$ cat src/rtl/video_in_pack.sv
`default_nettype none
// ============================================================================
// Module   : video_in_pack
// Purpose  : Captures a frame_valid/line_valid qualified pixel stream and
//            packs P_PACK consecutive pixels into one word for a downstream
//            FIFO. The first pixel of each group lands in the MSBs. Line and
//            frame lengths are checked against P_WIDTH/P_HEIGHT. Words that
//            arrive while the FIFO is full are dropped and flagged.
// Ports    : clk, RST (sync, active-high)
//            frame_valid, line_valid, pixel_in  - video input
//            fifo_full                           - downstream backpressure
//            w_e, data_out, sof, eol             - packed word output
//            err_line, err_frame, err_ovf        - single-cycle error pulses
// Revision : 1.0 - initial release
// ============================================================================
module video_in_pack #(
   parameter int P_WIDTH  = 640,
   parameter int P_HEIGHT = 480,
   parameter int P_PIX_W  = 8,
   parameter int P_PACK   = 4
) (
   input  logic                       clk,
   input  logic                       RST,
   input  logic                       frame_valid,
   input  logic                       line_valid,
   input  logic [P_PIX_W-1:0]         pixel_in,
   input  logic                       fifo_full,
   output logic                       w_e,
   output logic [P_PIX_W*P_PACK-1:0]  data_out,
   output logic                       sof,
   output logic                       eol,
   output logic                       err_line,
   output logic                       err_frame,
   output logic                       err_ovf
);

   localparam int PIX_CW  = $clog2(P_WIDTH + 1);
   localparam int LINE_CW = $clog2(P_HEIGHT + 1);
   localparam int SLOT_W  = (P_PACK > 1) ? $clog2(P_PACK) : 1;
   localparam int WORD_W  = P_PIX_W * P_PACK;

   localparam logic [PIX_CW-1:0]  C_WIDTH      = PIX_CW'(P_WIDTH);
   localparam logic [PIX_CW-1:0]  C_LAST_PIX   = PIX_CW'(P_WIDTH - 1);
   localparam logic [PIX_CW-1:0]  C_FIRST_WORD = PIX_CW'(P_PACK - 1);
   localparam logic [LINE_CW-1:0] C_HEIGHT     = LINE_CW'(P_HEIGHT);
   localparam logic [LINE_CW-1:0] C_LAST_LINE  = LINE_CW'(P_HEIGHT - 1);
   localparam logic [SLOT_W-1:0]  C_LAST_SLOT  = SLOT_W'(P_PACK - 1);

   typedef enum logic [1:0] {
      SYNC   = 2'd0,
      VBLANK = 2'd1,
      ACTIVE = 2'd2,
      HBLANK = 2'd3
   } state_t;

   state_t               state_q, state_d;
   logic [PIX_CW-1:0]    pix_cnt_q, pix_cnt_d;
   logic                 pix_ovf_q, pix_ovf_d;     // line ran past P_WIDTH
   logic [LINE_CW-1:0]   line_cnt_q, line_cnt_d;
   logic                 line_ovf_q, line_ovf_d;   // frame ran past P_HEIGHT
   logic [SLOT_W-1:0]    slot_q, slot_d;           // position inside the group
   logic [WORD_W-1:0]    data_out_q, data_out_d;
   logic                 w_e_q, w_e_d;
   logic                 sof_q, sof_d;
   logic                 eol_q, eol_d;
   logic                 err_line_q, err_line_d;
   logic                 err_frame_q, err_frame_d;
   logic                 err_ovf_q, err_ovf_d;

   logic                 w_pix;
   logic                 w_accept;

   // A pixel is sampled in HBLANK too: that cycle is the HBLANK->ACTIVE
   // transition and carries pixel 0 of the line.
   assign w_pix    = frame_valid & line_valid &
                     ((state_q == ACTIVE) | (state_q == HBLANK));
   assign w_accept = w_pix & (pix_cnt_q < C_WIDTH) & (line_cnt_q < C_HEIGHT);

   always_comb begin
      state_d     = state_q;
      pix_cnt_d   = pix_cnt_q;
      pix_ovf_d   = pix_ovf_q;
      line_cnt_d  = line_cnt_q;
      line_ovf_d  = line_ovf_q;
      slot_d      = slot_q;
      data_out_d  = data_out_q;
      w_e_d       = 1'b0;
      sof_d       = 1'b0;
      eol_d       = 1'b0;
      err_line_d  = 1'b0;
      err_frame_d = 1'b0;
      err_ovf_d   = 1'b0;

      case (state_q)
         SYNC: begin
            if (!frame_valid) state_d = VBLANK;
         end
         VBLANK: begin
            line_cnt_d = '0;
            line_ovf_d = 1'b0;
            pix_cnt_d  = '0;
            pix_ovf_d  = 1'b0;
            slot_d     = '0;
            if (frame_valid) state_d = HBLANK;
         end
         HBLANK: begin
            if (!frame_valid) begin
               state_d     = VBLANK;
               err_frame_d = line_ovf_q | (line_cnt_q != C_HEIGHT);
               line_cnt_d  = '0;
               line_ovf_d  = 1'b0;
            end else if (line_valid) begin
               state_d = ACTIVE;
            end
         end
         ACTIVE: begin
            if (!(frame_valid && line_valid)) begin
               // Line check first; a simultaneous frame end then counts
               // this line as completed, so both pulses may coincide.
               err_line_d = pix_ovf_q | (pix_cnt_q != C_WIDTH);
               pix_cnt_d  = '0;
               pix_ovf_d  = 1'b0;
               slot_d     = '0;
               if (frame_valid) begin
                  state_d = HBLANK;
                  if (line_cnt_q == C_HEIGHT) line_ovf_d = 1'b1;
                  else                        line_cnt_d = line_cnt_q + LINE_CW'(1);
               end else begin
                  state_d     = VBLANK;
                  err_frame_d = line_ovf_q | (line_cnt_q != C_LAST_LINE);
                  line_cnt_d  = '0;
                  line_ovf_d  = 1'b0;
               end
            end
         end
         default: state_d = SYNC;
      endcase

      if (w_pix) begin
         if (pix_cnt_q == C_WIDTH) pix_ovf_d = 1'b1;
         else                      pix_cnt_d = pix_cnt_q + PIX_CW'(1);
      end

      if (w_accept) begin
         for (int i = 0; i < P_PACK; i++) begin
            if (slot_q == SLOT_W'(i))
               data_out_d[(P_PACK-1-i)*P_PIX_W +: P_PIX_W] = pixel_in;
         end
         if (slot_q == C_LAST_SLOT) begin
            slot_d = '0;
            // Backpressure is judged on the edge that completes the word;
            // a dropped word is never retried.
            if (fifo_full) begin
               err_ovf_d = 1'b1;
            end else begin
               w_e_d = 1'b1;
               sof_d = (line_cnt_q == '0) && (pix_cnt_q == C_FIRST_WORD);
               eol_d = (pix_cnt_q == C_LAST_PIX);
            end
         end else begin
            slot_d = slot_q + SLOT_W'(1);
         end
      end
   end

   always_ff @(posedge clk) begin
      if (RST) begin
         state_q     <= SYNC;
         pix_cnt_q   <= '0;
         pix_ovf_q   <= 1'b0;
         line_cnt_q  <= '0;
         line_ovf_q  <= 1'b0;
         slot_q      <= '0;
         data_out_q  <= '0;
         w_e_q       <= 1'b0;
         sof_q       <= 1'b0;
         eol_q       <= 1'b0;
         err_line_q  <= 1'b0;
         err_frame_q <= 1'b0;
         err_ovf_q   <= 1'b0;
      end else begin
         state_q     <= state_d;
         pix_cnt_q   <= pix_cnt_d;
         pix_ovf_q   <= pix_ovf_d;
         line_cnt_q  <= line_cnt_d;
         line_ovf_q  <= line_ovf_d;
         slot_q      <= slot_d;
         data_out_q  <= data_out_d;
         w_e_q       <= w_e_d;
         sof_q       <= sof_d;
         eol_q       <= eol_d;
         err_line_q  <= err_line_d;
         err_frame_q <= err_frame_d;
         err_ovf_q   <= err_ovf_d;
      end
   end

   assign w_e       = w_e_q;
   assign data_out  = data_out_q;
   assign sof       = sof_q;
   assign eol       = eol_q;
   assign err_line  = err_line_q;
   assign err_frame = err_frame_q;
   assign err_ovf   = err_ovf_q;

endmodule
`default_nettype wire

$ cat config.mk
export PLATFORM = sky130hd
export DESIGN_NAME = video_in_pack
export DESIGN_NICKNAME = d
export VERILOG_FILES = /design/src/rtl/video_in_pack.sv
export SDC_FILE = /design/constraint.sdc
export NUM_CORES = 1
export LEC_CHECK = 0
export ABC_AREA = 0
export CORE_MARGIN = 2
export CORE_UTILIZATION = 45
export DETAILED_ROUTE_END_ITERATION = 12
export GPL_TIMING_DRIVEN = 0
export PLACE_DENSITY = 0.75
export SETUP_SLACK_MARGIN = 0.4
export SLEW_MARGIN = 5
export SYNTH_ARGS = -nofsm -noshare
export SYNTH_HDL_FRONTEND = slang
export SYNTH_SLANG_ARGS = --single-unit
$ cat constraint.sdc
create_clock -name clk -period 2.07 [get_ports clk]
set_input_delay 0.414 -clock clk [delete_from_list [all_inputs] [get_ports clk]]
set_output_delay 0.414 -clock clk [all_outputs]
set_load 0.05 [all_outputs]
# [After elaboration in Yosys (flattened, before gate mapping)]
# Index checks and enable logic that the tools add are counted.
[totals] register_bits=63 input_bits=13 output_inout_bits=38
[classes] add_sub_neg=3 magnitude_cmp=2 n_eq_ne=21 muxes=35 bitwise=11 reduce_logical=18
[op_table] op="9-bit 2-to-1 mux" count=4
[op_table] op="10-bit 2-to-1 mux" count=3
[op_table] op="9-bit case mux with 3 select lines" count=1
[op_table] op="10-bit == test, second input constant" count=2
[op_table] op="10-bit case mux with 2 select lines" count=1
[op_table] op="2-bit 2-to-1 mux" count=9
[op_table] op="9-bit != test, second input constant" count=2
[op_table] op="1-bit 2-to-1 mux" count=12
[op_table] op="4-bit AND reduction" count=3
[op_table] op="10-bit by 1-bit adder with 10-bit output, second input constant" count=1
[op_table] op="10-bit by 2-bit == test with 1-bit output, second input constant" count=1
[op_table] op="10-bit less-than comparator, second input constant" count=1
[op_table] op="10-bit != test, second input constant" count=1
[op_table] op="2-bit AND reduction" count=5
[op_table] op="9-bit by 1-bit adder with 9-bit output, second input constant" count=1
[op_table] op="9-bit == test, second input constant" count=1
[op_table] op="9-bit zero test" count=1
[op_table] op="9-bit less-than comparator, second input constant" count=1
[op_table] op="3-bit != test, second input constant" count=3
[op_table] op="2-bit == test, second input constant" count=4
[op_table] op="2-bit != test, second input constant" count=4
[op_table] op="2-bit case mux with 4 select lines" count=1
[op_table] op="3-bit nonzero test" count=2
[op_table] op="3-bit OR reduction" count=2
[op_table] op="other kinds (12)" count=24

# [Logic depth before layout (Yosys ltp)]
[logic_depth] ltp_word=7 depth_mapped=9

# [Least setup slack after synthesis]
# OpenSTA, ideal clock, no wires.
[synth_timing] kind="reg2reg" from="reg state_q[0]" to="reg line_cnt_q[3]" setup_ns=0.070 arrival_ns=1.930 path_slack_ns=0.070 path_stages_with_launch=10 n_path_buf=2 synth_period_minus_slack_ns=2.000 cell_sequence="dfxtp_1 > inv_1 > ha_1 > buf_2 > a21o_1 > a21oi_1 > a21oi_2 > buf_4 > or3_1 > a21oi_1"
[synth_via] elab_chain_cells=3 elab_cells_between_ends=9
[synth_rtl] item="start: declaration" line_no="56" source="state_t state_q, state_d;"
[synth_rtl] item="start signal: assignment" line_no="182" source="state_q <= state_d;"
[synth_rtl] item="2-bit == test or 2-bit by 1-bit == test with 1-bit output (tied branches)" line_no="94" source="case (state_q)"
[synth_rtl] item="3-bit != test (no source line) (tied with other cells)"
[synth_rtl] item="4-bit AND reduction (no source line)"
[synth_rtl] item="end signal: assignment" line_no="185" source="line_cnt_q <= line_cnt_d;"
[synth_rtl] item="end: declaration" line_no="59" source="logic [LINE_CW-1:0] line_cnt_q, line_cnt_d;"
# Several ways; a longest one is shown, not always the timed one.
# A chain may end at the register's enable or synchronous reset.

# [Worst setup path in the final report]
[layout_timing] from="reg pix_cnt_q[5]" to="reg pix_cnt_q[1]"
[layout_via] elab_chain_cells=3
[layout_rtl] item="start: declaration" line_no="57" source="logic [PIX_CW-1:0] pix_cnt_q, pix_cnt_d;"
[layout_rtl] item="start signal: assignment" line_no="183" source="pix_cnt_q <= pix_cnt_d;"
[layout_rtl] item="10-bit == test" line_no="140" source="if (pix_cnt_q == C_WIDTH) pix_ovf_d = 1'b1;"
[layout_rtl] item="10-bit 2-to-1 mux" line_no="140"
[layout_rtl] item="10-bit 2-to-1 mux" line_no="139" source="if (w_pix) begin"
# No other way between the ends.

==> impl_metrics.json <==
{
  "synth_edf_count": 0,
  "wl_met2_um": 4680,
  "synth_area_um2": 2840,
  "cts_buffers": 9,
  "synth_top_area_share_pct": 44.5,
  "critPathMaxFanout": 6,
  "ys_top_cells_by_count": "63 x dfxtp_1, 49 x nand2_1, 48 x a21oi_1",
  "n_antenna_cell": 0,
  "clock-sinks": 63,
  "status": "finished clean",
  "syn_to_final_growth_pct": 61.3,
  "setup_violations": 0,
  "synth_area_per_cell_um2": 8.20,
  "synth_most_common_cell": "dfxtp_1",
  "io_pins": 51,
  "cts_hold_buf": 0,
  "peakVddDrop_mv": 0.494,
  "root_buffer": "clkbuf_8",
  "fin_util_pct": 76.4,
  "rsz0062_at_grt": "yes",
  "start_util_pct": 47.3,
  "overflow": 0,
  "final_antenna_net_count": 0,
  "vias": 3043,
  "critPathRequiredTime_ns": 2.29,
  "antenna_found_initial": 0,
  "clockBufferDepth": 2,
  "drc": 0,
  "vias_per_cell": 5.86,
  "crit_path_top_delay_cell": "or4_4",
  "clockPowerShare_pct": 36.0,
  "critPathLaunchType": "flip-flop",
  "worstPathCellList": "or4_4 -> o31ai_4 -> buf_4 -> nor2_1 -> a31oi_1 -> nor2_1",
  "fin_crit_ns": 1.93,
  "combPwrFrac_pct": 21.5,
  "drive_gt1_share_pct": 41.2,
  "switching_share_pct": 28.7,
  "synth_area_leaders": "dfxtp_1 44%, a21oi_1 8.5%, nand3_1 7.6%",
  "critPathKind": "reg2reg",
  "fin_crit_sh_pct": 93.4,
  "grt_use_total_pct": 23.5,
  "ys_ff_latch": 63,
  "place.gp.congestion": 0.830,
  "cap_violations": 0,
  "power_frac_seq_pct": 42.5,
  "max_stage_delay_ns": 0.52,
  "finalNetCount": 465,
  "syn_inst": 346,
  "multi_input_area_um2": 2000,
  "initialDrtViolationCount": 172,
  "max_slew_margin_pct": 46.2,
  "seqCellArea_um2": 1280,
  "ys_seq_area_share_pct": 44.5,
  "die_w_um": 83.4,
  "crit_arrival_ns": 2.16,
  "core_um2": 5990,
  "reg2regPathDepth": 6,
  "nFillCells": 362,
  "ys.flop_type": "dfxtp_1",
  "async_reset_ff_share_pct": 0,
  "met3RoutedLength_um": 606,
  "die-height_um": 83.4,
  "grt_pass1_wl_um": 13100,
  "hold_violations": 0,
  "clk_pin_slew_ns": 0.06,
  "clock_latency_ns": 0.35,
  "rows": 28,
  "cts_tree": "yes",
  "end_kind": "flip-flop",
  "slew_violations": 0,
  "wl_met1_um": 3920,
  "min_path_type": "in2reg",
  "io_buffers": 49,
  "finClkSkew_ns": 0.00832,
  "post_drt_wl_per_cell_um": 18.3,
  "grt_pass1_vias": 2705,
  "wl_um": 9520,
  "maxUsedRoutingLayer": "met4",
  "grt_max_degree": 11,
  "synth_fp_nets": 372,
  "crit_top_cell": "nor2_1",
  "synth_top_area_cell": "dfxtp_1",
  "holdPathStages": 2,
  "firstDrtPassIters": 5,
  "synth.distinct_cells": 48,
  "tns_ns": 0,
  "p_leak_nw": 1.70,
  "yosysWarnings": 0,
  "tightest_slew_ns": 0.808,
  "dieArea_um2": 6950,
  "cts_max_level": 3,
  "p_per_area_nw_per_um2": 641,
  "fmax_mhz": 517,
  "internal_power_mw": 2.09,
  "power.switching_mw": 0.844,
  "hpwlAfterDp_um": 5210
}
==> power groups by stage <==
| stage | registers, mW | clock network [mW] | logic [mW] |
|---|---|---|---|
| 4_1_cts | 1.25 | 1.05 | 0.535 |
| 6_report | 1.25 | 1.06 | 0.631 |
| 2_1_floorplan | 1.30 | 0 | 0.243 |
| 5_1_grt | 1.25 | 1.11 | 0.668 |
| 3_5_place_dp | 1.28 | 0 | 0.372 |
| 3_3_place_gp | 1.28 | 0 | 0.366 |
==> layer usage <==
layer	GRT usage [%]	up-vias
li1	-	1415
met1	30.4	1467
met2	39.4	130
met3	3.98	31
met4	8.79	0
met5	0	-
==> layout make-up <==
| class | instances | share of cell area (%) |
|---|---|---|
| buffer | 19 | 3.88 |
| clock buffer | 12 | 3.17 |
| clock inverter | 4 | 0.984 |
| inverter | 16 | 1.37 |
| multi-input combinational | 248 | 43.7 |
| sequential | 63 | 27.9 |
| tap | 75 | 2.05 |
| timing repair buffer | 82 | 16.9 |
==> cells in the final DEF (no fill, tap or decap), drive strengths merged, types with 13 or more instances in the layout <==
cell,instances
dfxtp,63
nand2,49
a21oi,49
nand3,43
buf,42
dlygate4sd2,35
clkbuf,23
inv,16
nor2,14
o21ai,14
ha,13
==> cell families after synthesis <==
kind of cell | count (synthesis) | synth area share, %
xor+xnor | 2 | 0.618
simple gates | 150 | 26.5
mux | 2 | 0.750
buf+inv | 35 | 4.94
fa+ha+maj | 13 | 5.73
compound gates | 81 | 17.0
flops | 63 | 44.5
==> per-stage QoR <==
| step | area [um^2] | cells | setup WS (ns) | hold WS (ns) | power (mW) |
|---|---|---|---|---|---|
| after CTS | 4200 | 513 | 0.173 | 0.441 | 2.83 |
| after floorplan | 2950 | 346 | 0.275 | 0.454 | 1.54 |
| final | 4580 | 519 | 0.136 | 0.439 | 2.94 |
| after detailed placement | 3530 | 470 | -0.446 | 0.447 | 1.65 |
| after global routing | 4580 | 519 | 0.0770 | 0.465 | 3.03 |
| after global placement | 3530 | 470 | -0.414 | 0.445 | 1.64 |
==> registers in the layout, indices dropped and copies added, names as in the netlist, 2 cells and up <==
name        flops
state_q         2
line_cnt_q      9
data_out       32
pix_cnt_q      10
slot_q          2
==> worst paths after layout <==
check / from / to / slack (ns)
setup reg to reg: pix_cnt_q[5] / pix_cnt_q[1] / 0.14
hold / removal: frame_valid / err_frame / 0.44
hold reg to reg: data_out[28] / data_out[28] / 0.46
setup / recovery: pix_cnt_q[5] / pix_cnt_q[1] / 0.14
==> timing repair <==
item / CTS / global route
gates cloned: 5 / 0
buffers inserted: 22 / 6
endpoints found under the setup margin: 100 / 65
gates resized for setup: 109 / 85
pin swaps: 36 / 40
==> critical path, delay by kind of cell, from the launching register on <==
kind                   cells  cell delay [ns]
AOI/OAI and AO/OA          2             0.62
buffers and inverters      1             0.20
and+or+nand+nor            3             0.66
DFF                        1             0.35
Power figures use the tool's default switching activity.
